## src/rtl/disp_7_seg_arbiter.sv

```systemverilog
// rtl/disp_7_seg_arbiter.sv - round-robin arbiter sharing a 4-digit 7-segment display
//
// Purpose: grants the display to one of NREQ requesters at a time, holding each
// grant for at least HOLD_CYCLES clocks, and forwards the owner's 16-bit value
// to the display controller digit inputs.
// Optional feature macro: DISP_ARB_PRIO0_EN (requester 0 preempts other owners).
//
// Ports:
//   clk       system clock (10 MHz)
//   rst       asynchronous active-high reset
//   req       per-requester level request
//   data      requester i value at data[16*i+15:16*i], nibble 0 = rightmost digit
//   grant     one-hot grant, zero when idle or lingering
//   owner_id  index of current or last owner
//   busy      high while a grant or linger period is active
//   hex0..3   digit nibbles to the display controller
module disp_7_seg_arbiter #(
  parameter int NREQ        = 3,
  parameter int HOLD_CYCLES = 10000000,
  parameter int CW          = 24
) (
  input  logic                 clk,
  input  logic                 rst,
  input  logic [NREQ-1:0]      req,
  input  logic [16*NREQ-1:0]   data,
  output logic [NREQ-1:0]      grant,
  output logic [1:0]           owner_id,
  output logic                 busy,
  output logic [3:0]           hex0,
  output logic [3:0]           hex1,
  output logic [3:0]           hex2,
  output logic [3:0]           hex3
);

  typedef enum logic [1:0] {IDLE, OWNED, LINGER} state_t;

  state_t          state, state_nx;
  logic [CW-1:0]   cnt, cnt_nx, cnt_inc;
  logic [1:0]      ptr, ptr_nx;
  logic [NREQ-1:0] grant_nx;
  logic [1:0]      owner_nx;
  logic [15:0]     hex_q, hex_nx;

  // Requests and data padded to the maximum of four requesters so every
  // 2-bit index is in range regardless of NREQ.
  logic [3:0]  req4;
  logic [63:0] data4;

  logic        arb_found;
  logic [1:0]  arb_win;
  logic        expired, owner_req, others, take;

  function automatic logic [15:0] sel_data(input logic [63:0] d, input logic [1:0] i);
    return d[{i, 4'b0000} +: 16];
  endfunction

  function automatic logic [3:0] onehot4(input logic [1:0] i);
    return 4'b0001 << i;
  endfunction

  function automatic logic [NREQ-1:0] onehot(input logic [1:0] i);
    logic [3:0] t;
    t = onehot4(i);
    return t[NREQ-1:0];
  endfunction

  always_comb begin
    req4             = '0;
    req4[NREQ-1:0]   = req;
    data4            = '0;
    data4[16*NREQ-1:0] = data;
  end

  // Round-robin search starting just after the last winner, wrapping mod NREQ.
  always_comb begin
    arb_found = 1'b0;
    arb_win   = '0;
    for (int k = 1; k <= NREQ; k++) begin
      logic [2:0] s;
      s = {1'b0, ptr} + 3'(k);
      if (s >= 3'(NREQ)) s = s - 3'(NREQ);
      if (!arb_found && req4[s[1:0]]) begin
        arb_found = 1'b1;
        arb_win   = s[1:0];
      end
    end
  end

  assign cnt_inc   = (cnt == CW'(HOLD_CYCLES)) ? cnt : cnt + 1'b1;
  assign expired   = (cnt >= CW'(HOLD_CYCLES - 1));
  assign owner_req = req4[owner_id];
  assign others    = |(req4 & ~onehot4(owner_id));

  always_comb begin
    state_nx = state;
    cnt_nx   = cnt;
    ptr_nx   = ptr;
    grant_nx = grant;
    owner_nx = owner_id;
    hex_nx   = hex_q;
    take     = 1'b0;

    case (state)
      IDLE: begin
        grant_nx = '0;
        if (arb_found) take = 1'b1;
      end
      OWNED: begin
        cnt_nx = cnt_inc;
        hex_nx = sel_data(data4, owner_id);
        if (!expired) begin
          if (!owner_req) begin
            state_nx = LINGER;
            grant_nx = '0;
            hex_nx   = hex_q;
          end
        end else if (others) begin
          // Pointer equals the owner, so the owner is searched last and
          // another pending requester always wins here.
          take = 1'b1;
        end else if (!owner_req) begin
          state_nx = IDLE;
          grant_nx = '0;
          hex_nx   = hex_q;
        end
      end
      LINGER: begin
        cnt_nx   = cnt_inc;
        grant_nx = '0;
        if (expired) begin
          if (arb_found) take = 1'b1;
          else           state_nx = IDLE;
        end
      end
      default: begin
        state_nx = IDLE;
        grant_nx = '0;
      end
    endcase

    if (take) begin
      state_nx = OWNED;
      grant_nx = onehot(arb_win);
      owner_nx = arb_win;
      hex_nx   = sel_data(data4, arb_win);
      cnt_nx   = '0;
      ptr_nx   = arb_win;
    end

`ifdef DISP_ARB_PRIO0_EN
    // Urgent requester 0 overrides any other owner or lingerer at once.
    if (state != IDLE && owner_id != 2'd0 && req[0]) begin
      state_nx = OWNED;
      grant_nx = onehot(2'd0);
      owner_nx = 2'd0;
      hex_nx   = sel_data(data4, 2'd0);
      cnt_nx   = '0;
      ptr_nx   = 2'd0;
    end
`endif
  end

  always_ff @(posedge clk or posedge rst) begin
    if (rst) begin
      state    <= IDLE;
      cnt      <= '0;
      ptr      <= 2'(NREQ - 1);
      grant    <= '0;
      owner_id <= '0;
      busy     <= 1'b0;
      hex_q    <= '0;
    end else begin
      state    <= state_nx;
      cnt      <= cnt_nx;
      ptr      <= ptr_nx;
      grant    <= grant_nx;
      owner_id <= owner_nx;
      busy     <= (state_nx != IDLE);
      hex_q    <= hex_nx;
    end
  end

  assign hex0 = hex_q[3:0];
  assign hex1 = hex_q[7:4];
  assign hex2 = hex_q[11:8];
  assign hex3 = hex_q[15:12];

endmodule

```

## config.mk

```make
export PLATFORM = sky130hd
export DESIGN_NAME = disp_7_seg_arbiter
export DESIGN_NICKNAME = d
export VERILOG_FILES = /design/src/rtl/disp_7_seg_arbiter.sv
export SDC_FILE = /design/constraint.sdc
export NUM_CORES = 1
export LEC_CHECK = 0
export CORE_ASPECT_RATIO = 1.2
export CORE_MARGIN = 4
export CORE_UTILIZATION = 30
export CTS_CLUSTER_DIAMETER = 80
export DETAILED_ROUTE_END_ITERATION = 6
export PLACE_DENSITY_LB_ADDON = 0.25
export SLEW_MARGIN = 20
export SYNTH_ARGS = -nofsm -noshare
export SYNTH_HDL_FRONTEND = slang
export SYNTH_SLANG_ARGS = --single-unit
```

## constraint.sdc

```tcl
create_clock -name clk -period 5.3 [get_ports clk]
set_input_delay 1.325 -clock clk [delete_from_list [all_inputs] [get_ports clk]]
set_output_delay 1.325 -clock clk [all_outputs]
set_load 0.005 [all_outputs]
```

[After elaboration in Yosys (flattened, before gate mapping)]
Index checks and enable logic that the tools add are counted.
Word-level totals
  register bits after elaboration: 50
  input bits: 53
  output and inout port bits: 22
Operators by class
  $add $sub $neg: 7
  order comparisons: 8
  equal/unequal tests: 5
  shift operators: 4
  multiplexer cells: 43
  bitwise operators: 2
  reduce and logical (&&, ||, !) cells: 11
Operator list (number)
  $shiftx A64 B7 Y16: 2
  $mux W16: 5
  $mux W24: 3
  $mux W2: 13
  $add A24 B1 Y24 const B: 1
  $eq A24 B24 Y1 const B: 1
  $ge A24 B24 Y1 const B: 1
  $mux W3: 5
  $lt A2 B3 Y1 const B: 4
  $mux W1: 11
  $ge A3 B2 Y1 const B: 3
  $bmux W1 S2: 4
  $add A2 B2 Y3 const B: 2
  $pmux W2 S3: 1
  $reduce_bool A2 Y1: 3
  $sub A2 B2 Y2 const B: 3
  $and A3 B4 Y4: 1
  $ne A4 B4 Y1 const B: 1
  $not A4 Y4: 1
  $reduce_or A4 Y1: 1
  $shl A1 B2 Y4 const A: 1
  $add A2 B1 Y3 const B: 1
  $pmux W1 S3: 1
  $shl A1 B2 Y3 const A: 1
  other kinds (8): 10

[Longest topological paths before layout]
  depth after elaboration: 17
  mapped depth: 15
  depth with buffers taken out: 9

[Worst setup path after synthesis]
Ideal clock, no wire load.
  path kind: register -> register
  start point: reg owner_id[0]
  end point: reg hex_q[14]
  data arrival time: 3.514 ns
  path slack: 1.654 ns
  cell stages (with the launch flop): 15
  buffers on the path: 5
  clock period less this slack: 3.646 ns
  cells stage by stage: dfrtp_1 -> clkbuf_1 -> clkbuf_1 -> clkbuf_1 -> inv_1 -> ha_1 -> buf_6 -> mux2_4 -> a222oi_1 -> a221oi_1 -> o21ai_4 -> a21oi_4 -> a211oi_4 -> buf_6 -> a211oi_2
On the way
  word-level cells in the longest chain between the ends: 8
  elaborated cells on any way between the ends: 16
  those cells by class: shift: 2; mux: 10; bitwise: 2; reduce/logical: 2
Ends and longest elaborated chain
  start: declaration: line 27  | output logic [1:0] owner_id,
  start signal: assignment: line 177  | owner_id <= owner_nx;
  branches (longest 8 deep; another with $shiftx A64 B7 Y16)
  end signal: assignment: line 179  | hex_q <= hex_nx;
  end: declaration: line 42  | logic [15:0] hex_q, hex_nx;
Parallel ways; which one is timed is not known. The select of a mux whose other input is x is not followed.
A chain may end at the register's enable or synchronous reset.

[Worst setup path after layout]
  start point: in req[1]
  end point: reg hex_q[0]
On the way
  word-level cells in the longest chain between the ends: 13
  elaborated cells on any way between the ends: 32
  those cells by class: shift: 1; mux: 24; bitwise: 1; reduce/logical: 6
Ends and longest elaborated chain
  start: declaration: line 24  | input logic [NREQ-1:0] req,
  branches (longest 13 deep; another with $shiftx A64 B7 Y16)
Parallel ways; which one is timed is not known. The select of a mux whose other input is x is not followed.

==> impl_metrics.env <==
export IMPL_status="completed"
export IMPL_crit_chain="clkdlybuf4s50_1 -> a22o_1 -> a222oi_1 -> a221oi_1 -> o21ai_4 -> a32oi_2 -> nor2_1 -> a211oi_1"
export IMPL_yosysTopAreaCellShare_pct=33.3
export IMPL_ctsHoldBuffers=0
export IMPL_drc=0
export IMPL_place_congestion=0.849
export IMPL_grt_pass1_vias=3269
export IMPL_globalRouteOverflowTotal=0
export IMPL_stdcell_area_um2=4610
export IMPL_antenna_cells=0
export IMPL_clockBufferDepth=2
export IMPL_grt_max_degree=50
export IMPL_rsz0062_at_grt="no"
export IMPL_first_iter_violations=163
export IMPL_critPathKind="in2reg"
export IMPL_place_detailed_hpwl_um=7170
export IMPL_cts_buffers_inserted=5
export IMPL_antenna_found_initial=0
export IMPL_clock_sinks=49
export IMPL_nNetsFinal=550
export IMPL_synth_flop_cell="dfrtp_1"
export IMPL_placed_area_um2=4460
export IMPL_min_period_ns=4.02
export IMPL_syn2layout_area_growth_pct=27.6
export IMPL_die_w_um=108
export IMPL_cts_setup_buffers=0
export IMPL_crit_arrival_ns=4.22
export IMPL_die_y_um=128
export IMPL_final_cell_mix="74 x clkdlybuf4s50_1, 67 x nor2_1, 48 x dfrtp_1"
export IMPL_final_util_pct=39.5
export IMPL_vias_per_cell=5.01
export IMPL_grt_usage_pct=14.6
export IMPL_clk_latency_ns=0.30
export IMPL_core_um2=11700
export IMPL_synth_area_leaders="dfrtp_1 33%, nor2_1 7.0%, mux2i_1 5.8%"
export IMPL_rrSetupSlack_ns=1.79
export IMPL_ys_ff_latch=49
export IMPL_setup_viol_count_final=0
export IMPL_cp_max_fo=16
export IMPL_worst_ep_required_time_ns=5.49
export IMPL_ant_nets=0
export IMPL_fmax_mhz=249
export IMPL_first_pass_iters=4
export IMPL_critPathBufInv=1
export IMPL_synth_cell_types=65
export IMPL_start_util_pct=30.9
export IMPL_start_kind="primary input"
export IMPL_ff_latch_area_um2=1230
export IMPL_drv_slew=0
export IMPL_finalPower_uw=2380
export IMPL_tightest_slew_ns=1.02
export IMPL_syn_nets=486
export IMPL_vias=3239
export IMPL_critPathTopFamily="compound AO/OA/AOI/OAI gates"
export IMPL_port_buffers=74
export IMPL_p_leak_uw=0.00195
export IMPL_cts_resized=0
export IMPL_timing_setup_tns_ns=0
export IMPL_max_slew_margin_pct=31.9
export IMPL_fill_cells=1194
export IMPL_worst_path_max_delay_cell="a32oi_2"
export IMPL_clock_tree_root_cell="clkbuf_16"
export IMPL_irDropWorstVdd_mv=0.328
export IMPL_min_period_over_period_pct=75.9
export IMPL_drt_total_wl_um=10100
export IMPL_hp_class="reg2reg"
export IMPL_syn_instance_count=424
export IMPL_endpoint_kind="flop"
export IMPL_skew_ns=0.0102
export IMPL_final_common_cell="clkdlybuf4s50_1"
export IMPL_cts_tree="built"
export IMPL_wire_per_inst_um=15.6
export IMPL_syn_cell_area_um2=3610
export IMPL_multi_input_area_um2=2080
export IMPL_slowest_delay_ns=0.84
export IMPL_io_pins=75
export IMPL_ys_warn_count=0
export IMPL_rows=43
export IMPL_synthArstFlopShare_pct=100
export IMPL_maxCapViolCount=0
export IMPL_grt_pass1_wl_um=16300
export IMPL_powerDensity_nw_per_um2=516
export IMPL_avgSynthCellArea_um2=8.52
export IMPL_clk_pin_slew_ns=0.06
export IMPL_hold_violations=0
export IMPL_synth_edff_count=0
export IMPL_design_die_area_um2=13900
export IMPL_drive_gt1_share_pct=9.20
export IMPL_synth_top_area_cell="dfrtp_1"
export IMPL_cts_max_level=2
export IMPL_yosysSeqAreaShare_pct=34.0
## flip-flops by register name, summed over array words and instances, names as in the netlist
name	flops
cnt	24
hex_q	16
grant	3
owner_id	2
state	2
busy	1
ptr	1
## per-layer routing
| layer | part of all wire [%] | GRT usage [%] | vias up |
|---|---|---|---|
| li1 | - | - | 1612 |
| met1 | 42 | 16.7 | 1560 |
| met2 | 51 | 26.6 | 56 |
| met3 | 4.6 | 3.07 | 11 |
| met4 | 2.4 | 5.27 | 0 |
| met5 | 0 | 0 | - |
## worst register-to-register path: cells and delay by family (launching register included)
family,cells,cell delay [ns]
AOI/OAI and AO/OA,5,1.69
adders and majority gates,1,0.50
buffers and inverters,1,0.06
DFF,1,0.55
muxes,1,0.38
and+or+nand+nor,1,0.23
## cells in the mapped netlist, drive strengths merged (11+ instances only)
cell and count:
o22ai 16, xor2 11, buf 13, nand2 23, a211oi 33, mux2i 21
inv 47, nor2 68, dfrtp 48, a21oi 27
## logic make-up after synthesis
logic type | Yosys count | share of synthesized area, %
buf+inv | 70 | 8.56
compound gates | 108 | 23.7
simple gates | 143 | 18.7
flops | 49 | 34.0
xor+xnor | 21 | 5.09
mux | 24 | 6.86
fa+ha+maj | 9 | 3.12
## per-stage QoR
stage          std cells  hold WS, ns  worst slack [ns]
6_report             646        0.532              1.28
3_5_place_dp         638        0.527             0.929
4_1_cts              646        0.537              1.24
2_1_floorplan        424        0.490              1.65
5_1_grt              646        0.544              1.01
3_3_place_gp         638        0.507              1.07
## final cells by class
type / instances / share of cell area [%]
repair buffers: 80 / 17.1
clock buffers: 6 / 2.80
well taps: 157 / 4.26
clock inverters: 2 / 0.326
inverters: 47 / 3.88
multi-input cells: 305 / 45.0
flip-flops and latches: 49 / 26.6
## power by group
part	total (uW)	leakage (uW)	switching, uW	internal [uW]
sequential	572	0.000625	78.2	494
clock	320	0.0000631	144	175
combinational	1490	0.00126	851	637
## path summary, 6_finish.rpt
check,startpoint,endpoint,depth (start not counted)
max,req[1],hex_q[0]$_DFFE_PP0P_,8
min,ptr[1]$_DFFE_PP1N_,ptr[1]$_DFFE_PP1N_,2
max reg2reg,ptr[1]$_DFFE_PP1N_,hex_q[13]$_DFFE_PP0P_,9
min reg2reg,ptr[1]$_DFFE_PP1N_,ptr[1]$_DFFE_PP1N_,2
max in group asynchronous,rst,cnt[8]$_DFFE_PP0P_,2
min in group asynchronous,rst,hex_q[11]$_DFFE_PP0P_,2
No activity file was read; power rests on OpenSTA's default activity.
